[src/rtl/control_pkg.sv]
// Shared encodings, opcode/funct constants and control-word field offsets for the MIPS main decoder.
package control_pkg;

  localparam int unsigned CW_W  = 20;
  localparam int unsigned OP_W  = 6;
  localparam int unsigned ALU_W = 4;

  // control_word field offsets
  localparam int unsigned REG_WRITE_BIT    = 19;
  localparam int unsigned REG_DST_LSB      = 17;
  localparam int unsigned ALU_SRC_BIT      = 16;
  localparam int unsigned EXT_OP_LSB       = 14;
  localparam int unsigned ALU_CTRL_LSB     = 10;
  localparam int unsigned MEM_READ_BIT     = 9;
  localparam int unsigned MEM_WRITE_BIT    = 8;
  localparam int unsigned MEM_SIZE_LSB     = 6;
  localparam int unsigned MEM_UNSIGNED_BIT = 5;
  localparam int unsigned WB_SEL_LSB       = 3;
  localparam int unsigned PC_SEL_LSB       = 0;

  localparam logic [OP_W-1:0] OP_RTYPE = 6'h00, OP_J    = 6'h02, OP_JAL   = 6'h03,
                              OP_BEQ   = 6'h04, OP_BNE  = 6'h05, OP_ADDI  = 6'h08,
                              OP_ADDIU = 6'h09, OP_SLTI = 6'h0A, OP_SLTIU = 6'h0B,
                              OP_ANDI  = 6'h0C, OP_ORI  = 6'h0D, OP_XORI  = 6'h0E,
                              OP_LUI   = 6'h0F, OP_LB   = 6'h20, OP_LH    = 6'h21,
                              OP_LW    = 6'h23, OP_LBU  = 6'h24, OP_LHU   = 6'h25,
                              OP_SB    = 6'h28, OP_SH   = 6'h29, OP_SW    = 6'h2B;

  localparam logic [OP_W-1:0] FN_SLL  = 6'h00, FN_SRL  = 6'h02, FN_SRA  = 6'h03,
                              FN_SLLV = 6'h04, FN_SRLV = 6'h06, FN_SRAV = 6'h07,
                              FN_JR   = 6'h08, FN_JALR = 6'h09, FN_ADD  = 6'h20,
                              FN_ADDU = 6'h21, FN_SUB  = 6'h22, FN_SUBU = 6'h23,
                              FN_AND  = 6'h24, FN_OR   = 6'h25, FN_XOR  = 6'h26,
                              FN_NOR  = 6'h27, FN_SLT  = 6'h2A, FN_SLTU = 6'h2B;

  typedef enum logic [3:0] {
    ALU_ADD  = 4'h0, ALU_SUB  = 4'h1, ALU_AND  = 4'h2, ALU_OR   = 4'h3,
    ALU_XOR  = 4'h4, ALU_NOR  = 4'h5, ALU_SLT  = 4'h6, ALU_SLTU = 4'h7,
    ALU_SLL  = 4'h8, ALU_SRL  = 4'h9, ALU_SRA  = 4'hA, ALU_SLLV = 4'hB,
    ALU_SRLV = 4'hC, ALU_SRAV = 4'hD, ALU_PASSB = 4'hE
  } alu_ctrl_e;

  typedef enum logic [1:0] {DST_RT = 2'b00, DST_RD = 2'b01, DST_RA = 2'b10} reg_dst_e;
  typedef enum logic [1:0] {EXT_ZERO = 2'b00, EXT_SIGN = 2'b01, EXT_LUI = 2'b10} ext_op_e;
  typedef enum logic [1:0] {SIZE_WORD = 2'b00, SIZE_HALF = 2'b01, SIZE_BYTE = 2'b10} mem_size_e;
  typedef enum logic [1:0] {WB_ALU = 2'b00, WB_MEM = 2'b01, WB_PC4 = 2'b10} wb_sel_e;
  typedef enum logic [2:0] {
    PC_PLUS4 = 3'b000, PC_BEQ = 3'b001, PC_BNE = 3'b010, PC_JUMP = 3'b011, PC_REG = 3'b100
  } pc_sel_e;

  // Assemble the control word from its individual fields
  function automatic logic [CW_W-1:0] pack_cw(
    input logic rw, input reg_dst_e dst, input logic asrc, input ext_op_e ext,
    input alu_ctrl_e alu, input logic mr, input logic mw, input mem_size_e sz,
    input logic mu, input wb_sel_e wb, input pc_sel_e pc);
    logic [CW_W-1:0] w;
    w = '0;
    w[REG_WRITE_BIT]        = rw;
    w[REG_DST_LSB +: 2]     = dst;
    w[ALU_SRC_BIT]          = asrc;
    w[EXT_OP_LSB +: 2]      = ext;
    w[ALU_CTRL_LSB +: ALU_W] = alu;
    w[MEM_READ_BIT]         = mr;
    w[MEM_WRITE_BIT]        = mw;
    w[MEM_SIZE_LSB +: 2]    = sz;
    w[MEM_UNSIGNED_BIT]     = mu;
    w[WB_SEL_LSB +: 2]      = wb;
    w[PC_SEL_LSB +: 3]      = pc;
    return w;
  endfunction

endpackage

[src/rtl/funct_decoder.sv]
// R-type funct field decoder: produces the register/ALU/next-PC fields for opcode 0.
module funct_decoder
  import control_pkg::*;
(
  input  logic [5:0] funct,
  output logic [3:0] alu_ctrl_c,
  output logic [1:0] reg_dst_c,
  output logic [1:0] wb_sel_c,
  output logic [2:0] pc_sel_c,
  output logic       reg_write_c,
  output logic       valid_c
);

  always_comb begin
    alu_ctrl_c  = ALU_ADD;
    reg_dst_c   = DST_RD;
    wb_sel_c    = WB_ALU;
    pc_sel_c    = PC_PLUS4;
    reg_write_c = 1'b1;
    valid_c     = 1'b1;
    case (funct)
      FN_ADD, FN_ADDU: alu_ctrl_c = ALU_ADD;
      FN_SUB, FN_SUBU: alu_ctrl_c = ALU_SUB;
      FN_AND:  alu_ctrl_c = ALU_AND;
      FN_OR:   alu_ctrl_c = ALU_OR;
      FN_XOR:  alu_ctrl_c = ALU_XOR;
      FN_NOR:  alu_ctrl_c = ALU_NOR;
      FN_SLT:  alu_ctrl_c = ALU_SLT;
      FN_SLTU: alu_ctrl_c = ALU_SLTU;
      FN_SLL:  alu_ctrl_c = ALU_SLL;
      FN_SRL:  alu_ctrl_c = ALU_SRL;
      FN_SRA:  alu_ctrl_c = ALU_SRA;
      FN_SLLV: alu_ctrl_c = ALU_SLLV;
      FN_SRLV: alu_ctrl_c = ALU_SRLV;
      FN_SRAV: alu_ctrl_c = ALU_SRAV;
      FN_JR: begin
        reg_write_c = 1'b0;
        reg_dst_c   = DST_RT;
        pc_sel_c    = PC_REG;
      end
      FN_JALR: begin
        wb_sel_c = WB_PC4;
        pc_sel_c = PC_REG;
      end
      default: begin
        reg_write_c = 1'b0;
        reg_dst_c   = DST_RT;
        valid_c     = 1'b0;
      end
    endcase
  end

endmodule

[src/rtl/control_unit.sv]
// Single-cycle MIPS main decoder with sticky illegal-instruction flag.
// Define CONTROL_UNIT_REG_OUT_EN to register control_word and illegal (one cycle latency).
module control_unit
  import control_pkg::*;
(
  input  logic             clk,
  input  logic             rst_n,
  input  logic [5:0]       opcode,
  input  logic [5:0]       funct,
  output logic [CW_W-1:0]  control_word,
  output logic             illegal,
  output logic             illegal_seen
);

  logic [3:0] r_alu;
  logic [1:0] r_dst;
  logic [1:0] r_wb;
  logic [2:0] r_pc;
  logic       r_rw;
  logic       r_valid;

  logic      rw, asrc, mr, mw, mu, ill_c;
  reg_dst_e  dst;
  ext_op_e   ext;
  alu_ctrl_e alu;
  mem_size_e sz;
  wb_sel_e   wb;
  pc_sel_e   pc;
  logic [CW_W-1:0] cw_c;

  funct_decoder u_funct_decoder (
    .funct       (funct),
    .alu_ctrl_c  (r_alu),
    .reg_dst_c   (r_dst),
    .wb_sel_c    (r_wb),
    .pc_sel_c    (r_pc),
    .reg_write_c (r_rw),
    .valid_c     (r_valid)
  );

  // Opcode decode; all-zero defaults double as the illegal-encoding word
  always_comb begin
    rw = 1'b0; dst = DST_RT; asrc = 1'b0; ext = EXT_ZERO; alu = ALU_ADD;
    mr = 1'b0; mw = 1'b0; sz = SIZE_WORD; mu = 1'b0; wb = WB_ALU; pc = PC_PLUS4;
    ill_c = 1'b0;
    case (opcode)
      OP_RTYPE: begin
        if (r_valid) begin
          rw  = r_rw;
          dst = reg_dst_e'(r_dst);
          alu = alu_ctrl_e'(r_alu);
          wb  = wb_sel_e'(r_wb);
          pc  = pc_sel_e'(r_pc);
        end else begin
          ill_c = 1'b1;
        end
      end
      OP_J:   pc = PC_JUMP;
      OP_JAL: begin rw = 1'b1; dst = DST_RA; wb = WB_PC4; pc = PC_JUMP; end
      OP_BEQ: begin ext = EXT_SIGN; alu = ALU_SUB; pc = PC_BEQ; end
      OP_BNE: begin ext = EXT_SIGN; alu = ALU_SUB; pc = PC_BNE; end
      OP_ADDI, OP_ADDIU: begin rw = 1'b1; asrc = 1'b1; ext = EXT_SIGN; end
      OP_SLTI:  begin rw = 1'b1; asrc = 1'b1; ext = EXT_SIGN; alu = ALU_SLT; end
      OP_SLTIU: begin rw = 1'b1; asrc = 1'b1; ext = EXT_SIGN; alu = ALU_SLTU; end
      OP_ANDI:  begin rw = 1'b1; asrc = 1'b1; alu = ALU_AND; end
      OP_ORI:   begin rw = 1'b1; asrc = 1'b1; alu = ALU_OR; end
      OP_XORI:  begin rw = 1'b1; asrc = 1'b1; alu = ALU_XOR; end
      OP_LUI:   begin rw = 1'b1; asrc = 1'b1; ext = EXT_LUI; alu = ALU_PASSB; end
      OP_LW, OP_LH, OP_LHU, OP_LB, OP_LBU: begin
        rw = 1'b1; asrc = 1'b1; ext = EXT_SIGN; mr = 1'b1; wb = WB_MEM;
        if (opcode == OP_LH || opcode == OP_LHU) sz = SIZE_HALF;
        if (opcode == OP_LB || opcode == OP_LBU) sz = SIZE_BYTE;
        mu = (opcode == OP_LHU) || (opcode == OP_LBU);
      end
      OP_SW: begin asrc = 1'b1; ext = EXT_SIGN; mw = 1'b1; end
      OP_SH: begin asrc = 1'b1; ext = EXT_SIGN; mw = 1'b1; sz = SIZE_HALF; end
      OP_SB: begin asrc = 1'b1; ext = EXT_SIGN; mw = 1'b1; sz = SIZE_BYTE; end
      default: ill_c = 1'b1;
    endcase
    cw_c = pack_cw(rw, dst, asrc, ext, alu, mr, mw, sz, mu, wb, pc);
  end

`ifdef CONTROL_UNIT_REG_OUT_EN
  always_ff @(posedge clk or negedge rst_n) begin
    if (!rst_n) begin
      control_word <= '0;
      illegal      <= 1'b0;
    end else begin
      control_word <= cw_c;
      illegal      <= ill_c;
    end
  end
`else
  assign control_word = cw_c;
  assign illegal      = ill_c;
`endif

  // Sticky illegal-instruction status, cleared only by reset
  always_ff @(posedge clk or negedge rst_n) begin
    if (!rst_n)       illegal_seen <= 1'b0;
    else if (illegal) illegal_seen <= 1'b1;
  end

endmodule

[config.mk]
export PLATFORM = sky130hd
export DESIGN_NAME = control_unit
export DESIGN_NICKNAME = d
export VERILOG_FILES = /design/src/rtl/control_pkg.sv /design/src/rtl/funct_decoder.sv /design/src/rtl/control_unit.sv
export SDC_FILE = /design/constraint.sdc
export NUM_CORES = 1
export LEC_CHECK = 0
export CAP_MARGIN = 0
export CORE_MARGIN = 2
export CORE_UTILIZATION = 41
export DETAILED_ROUTE_END_ITERATION = 12
export HOLD_SLACK_MARGIN = 0.02
export PLACE_DENSITY = 0.83
export SLEW_MARGIN = 20
export SYNTH_ARGS = -nofsm -noshare
export SYNTH_HDL_FRONTEND = slang
export SYNTH_HIERARCHICAL = 1
export SYNTH_SLANG_ARGS = --single-unit
[constraint.sdc]
create_clock -name clk -period 2.8 [get_ports clk]
set_clock_uncertainty 0.05 [all_clocks]
set_input_delay 0.56 -clock clk [delete_from_list [all_inputs] [get_ports clk]]
set_output_delay 0.56 -clock clk [all_outputs]
set_load 0.03 [all_outputs]
# Word-level counts from Yosys, hierarchy flattened
# Index checks and enable logic that the tools add are counted.
totals:
  register_bits: 1
  inputBits: 14
  out_inout_bits: 22
  word_cells: 81
op_classes:
  n_eq_ne: 37
  muxes: 26
  n_reduce_logical: 17
op_table:
  columns: ["cell", "count"]
  rows:
  - ["== test 6 bit (second input constant)", 18]
  - ["== test 6 x 4 -> 1 bit (second input constant)", 10]
  - ["one-hot mux 4 bit (13 select lines)", 1]
  - ["one-hot mux 4 bit (8 select lines)", 1]
  - ["== test 6 x 3 -> 1 bit (second input constant)", 5]
  - ["OR reduction 14 bit", 2]
  - ["== test 6 x 2 -> 1 bit (second input constant)", 4]
  - ["OR reduction 20 bit", 1]
  - ["OR reduction 18 bit", 1]
  - ["OR reduction 17 bit", 1]
  - ["OR reduction 16 bit", 1]
  - ["logical NOT 6 bit", 2]
  - ["one-hot mux 2 bit (3 select lines)", 2]
  - ["one-hot mux 3 bit (4 select lines)", 1]
  - ["2-to-1 mux 1 bit", 10]
  - ["2-to-1 mux 2 bit", 4]
  - ["one-hot mux 2 bit (2 select lines)", 2]
  - ["OR reduction 2 bit", 4]
  - ["2-to-1 mux 3 bit", 2]
  - ["OR reduction 5 bit", 1]
  - ["2-to-1 mux 4 bit", 1]
  - ["one-hot mux 1 bit (2 select lines)", 2]
  - ["logical OR 1 bit", 3]
  - ["OR reduction 3 bit", 1]

# Longest topological paths before layout
depth:
  ltp_word: 5
  ltp_mapped: 8
  ltp_nobuf: 6

# Cells and area by module
# Netlist, hierarchy kept.
modules_own_cells:
  columns: ["module", "instances", "cells_each", "area_each_um2", "seq_area_each_um2"]
  rows:
  - ["control_unit", 1, 79, 525.5, 25.0]
  - ["funct_decoder", 1, 40, 250.2, 0.0]

# Least setup slack after synthesis
# OpenSTA, ideal clock, no wires.
synth_timing:
  path_type: "input to output"
  from: "input port opcode[3]"
  to: "output port control_word[14]"
  arrival_ns: 2.452
  t_required_ns: 2.190
  setup_slack_ns: -0.262
  stages: 4
  path_buffers: 1
  cell_sequence: "buf_2 > nor2_1 > nor2b_1 > a2111oi_0"
synth_via:
  elab_chain_cells: 3
  word_cells_on_any_way: 17
  classes_between: "eq/ne: 15; mux: 1; reduce/logical: 1"
synth_rtl:
  columns: ["item", "line_no", "source"]
  rows:
  - ["start: declaration", "control_unit.sv:8", "input logic [5:0] opcode,"]
  - ["== test 6 bit, or another cell as far along", "control_unit.sv:46", "case (opcode)"]
  - ["OR reduction 14 bit (no line)", null, null]
  - ["one-hot mux 2 bit (2 select lines) (*)", "control_unit.sv:46", null]
  - ["end: declaration", "control_unit.sv:10", "output logic [CW_W-1:0] control_word,"]
# Mark *: on every way between the ends. The rest lies on a longest branch, timed or not.

# Worst setup path after layout
layout_timing:
  from: "input port opcode[2]"
  to: "output port illegal"
layout_via:
  elab_chain_cells: 3
  word_cells_on_any_way: 23
  classes_between: "eq/ne: 20; mux: 1; reduce/logical: 2"
layout_rtl:
  columns: ["item", "line_no", "source"]
  rows:
  - ["== test 6 bit, or another cell as far along", "control_unit.sv:46", null]
  - ["OR reduction 20 bit (no line)", null, null]
  - ["one-hot mux 1 bit (2 select lines) (*)", "control_unit.sv:46", null]
  - ["end: declaration", "control_unit.sv:11", "output logic illegal,"]
# Marked as above.

==> parameters.txt <==
Parameter                              Value

GRT
  GRT Resource Usage Total    20.8%
  Vias in the first global route    880
  Global route overflow    0
  Global-route wire length before repair    3.54 mm
  Antenna violations before repair    0
  Pin count of the biggest net entering global routing    12

Final layout
  Max FFs per register    1
  Non-filler cells in the finished layout    183
  Layout-stage area growth over the synthesis result    51.6%
  Diodes inserted    0
  Layout net count    174
  Layout cells sized above 1    31.6%
  Largest registers ranked by flip-flop count    illegal_seen x1
  Biggest register    illegal_seen
  Utilization of the core after routing    67.4%

Detailed routing
  Final WL    2.26 mm
  Mean number of vias per cell    5.29
  Remaining number of nets flagged by the antenna check after routing    0
  DRT Pass-1 Iters    4
  Wirelength per Cell    12.3 um
  Starting DRC count in detailed routing    18
  DRC violations left    0
  Vias after detailed routing    968

Pwr
  Fraction of power consumed by sequential logic    8.5%
  Gate power share    91.5%
  Net switching power figure    84.5 uW
  VDD IR max    0.0000999 V
  Switching part of the total power    49.0%
  Int Power    87.8 uW
  Reported leakage power    0.547 nW
  Clock network fraction of design power    0%
  Final Power    172 uW
  Pwr per Cell Area    146 nW/um^2

Critical path
  Kind of capture point of the worst setup path    output port
  Critical path type    in2out
  Highest net fanout along the worst path    7
  Data arrival, critical path    2.10 ns
  CP Data Required Time    2.19 ns
  Kind of start point of the critical path    input pin

Clock network
  Register clock-pin slew on the reported worst setup and hold paths    0 ns
  Hold buffers post-CTS    0
  Clock latency on the worst-skew pair    0 ns

Synthesis
  Count of cell types in the netlist    47
  Async SR Flop Fraction    100%
  EDFF count, synth    0
  Syn Std Cell Area    776 sq um
  Primary FF master, synth    dfrtp_1
  Cell type with the largest total area after synthesis    buf_4
  Number of warnings printed during yosys synthesis    6
  Sequential element share of the synthesized area    3.23%
  Synth Area per Inst    6.52 sq um
  Top area cells in the synthesized netlist    buf_4 12%, nand2b_1 9.7%, nor2b_1 4.8%, a21oi_1 4.5%, buf_2 4.5%
  Number of standard cells after synthesis    119
  Flops & latches, synth    1
  Share of the synthesized area in the top cell type    11.6%

Timing
  Highest clock frequency the design can meet    369 MHz
  Setup slack of the critical path after layout    0.0869 ns
  Setup Viol. Count Final    0
  Number of max-slew violations in the final report    0
  Final number of hold-violating endpoints    0
  Final min period    2.71 ns
  Crit share post-route    96.9%
  Unrepaired setup endpoints after global routing    no

Die
  Placeable core region    1750 sq um
  Effective utilization at floorplan    44.4%
  Area enclosed by the die boundary    2260 sq um
  Die width    47.5 um
  Ports    36
  Vert. Die Dim    47.5 um
  Number of placement rows    15

Min path
  Worst hold-check path type    reg2reg

Place
  HPWL after detailed placement    1.87 mm
  Number of I/O port buffers    35
  Total placed cells including tap cells    183
  Placer's final routability congestion estimate    0.837
  Placement Setup Slack    -0.0821 ns

Run
  # Max-Cap Violations    0

Run status
  Status    complete, no violations
==> metrics by stage <==
stage	TNS (ns)	hold slack (ns)	cell area, sq um
after global routing	0	0.482	1180
after global placement	-0.0330	0.454	1150
final	0	0.458	1180
after floorplan	0	0.214	788
after detailed placement	-0.243	0.443	1150
after CTS	0	0.452	1160
==> kinds of logic after synthesis <==
logic type	share of synthesized area, %
flip-flops	3.23
XOR/XNOR	1.13
AND/OR/NAND/NOR	46.0
other	0.483
AO/OA/AOI/OAI	31.1
buffers and inverters	18.1
==> layout make-up <==
cell class	instances	area [sq um]
multi-input cells	98	644
fillers	170	569
repair buffers	56	464
well taps	25	31.3
flip-flops and latches	1	25.0
inverters	3	11.3
==> metal layers <==
layer	track usage [%]	up-vias	wire, um
met5	0	-	0
met4	1.67	0	8
met3	0.377	2	112
met2	43.2	34	1200
met1	23.9	434	943
li1	-	498	-
==> worst paths after layout <==
path	start	endpoint	slack (ns)	depth (start not counted)
worst max-delay path	opcode[2]	illegal	0.09	5
worst min-delay path	illegal_seen	illegal_seen	0.46	2
worst max register to register	illegal_seen	illegal_seen	1.97	2
worst min register to register	illegal_seen	illegal_seen	0.46	2
max in group asynchronous	rst_n	illegal_seen	1.94	1
min in group asynchronous	rst_n	illegal_seen	0.66	1
==> power groups by stage <==
stage | clock, mW | combinational, mW | sequential, mW
CTS | 0 | 0.155 | 0.0147
finish | 0 | 0.158 | 0.0147
global placement | 0 | 0.151 | 0.0147
global route | 0 | 0.170 | 0.0147
detailed placement | 0 | 0.153 | 0.0147
floorplan | 0 | 0.0944 | 0.0147
==> cells in the final DEF (no fill, tap or decap), drive strengths merged, types with 3 or more instances in the layout <==
master and count:
nor3 5, a21o 4, nand2 9, nor2b 6
inv 3, and2 3, nand2b 12, clkdlybuf4s50 9
a21oi 7, dlymetal6s2s 3, conb 4, o21ai 4
nor2 8, buf 42, nor4 3, nand3 3
==> worst max-delay path: stages <==
cell and delay, ns:
clkdlybuf4s50_1 0.52, or4b_1 0.56, a21o_1 0.20, nand4b_1 0.09
buf_4 0.17
==> what timing repair did <==
item                                    in CTS  in global routing
gates resized for setup                      5                  6
setup buffers                                0                  0
pin swaps                                    0                  2
endpoints found under the setup margin       6                  7
==> synth_stat cells (3+ instances only) <==
cell / instances
nor2b_1: 6
o21ai_1: 3
buf_2: 7
nor2_1: 7
nor3_1: 5
nand3_1: 3
nand2b_1: 12
buf_4: 12
a21o_1: 4
inv_1: 3
nand2_1: 9
a21oi_1: 7
Note: power is estimated with default switching activity, not from simulation.
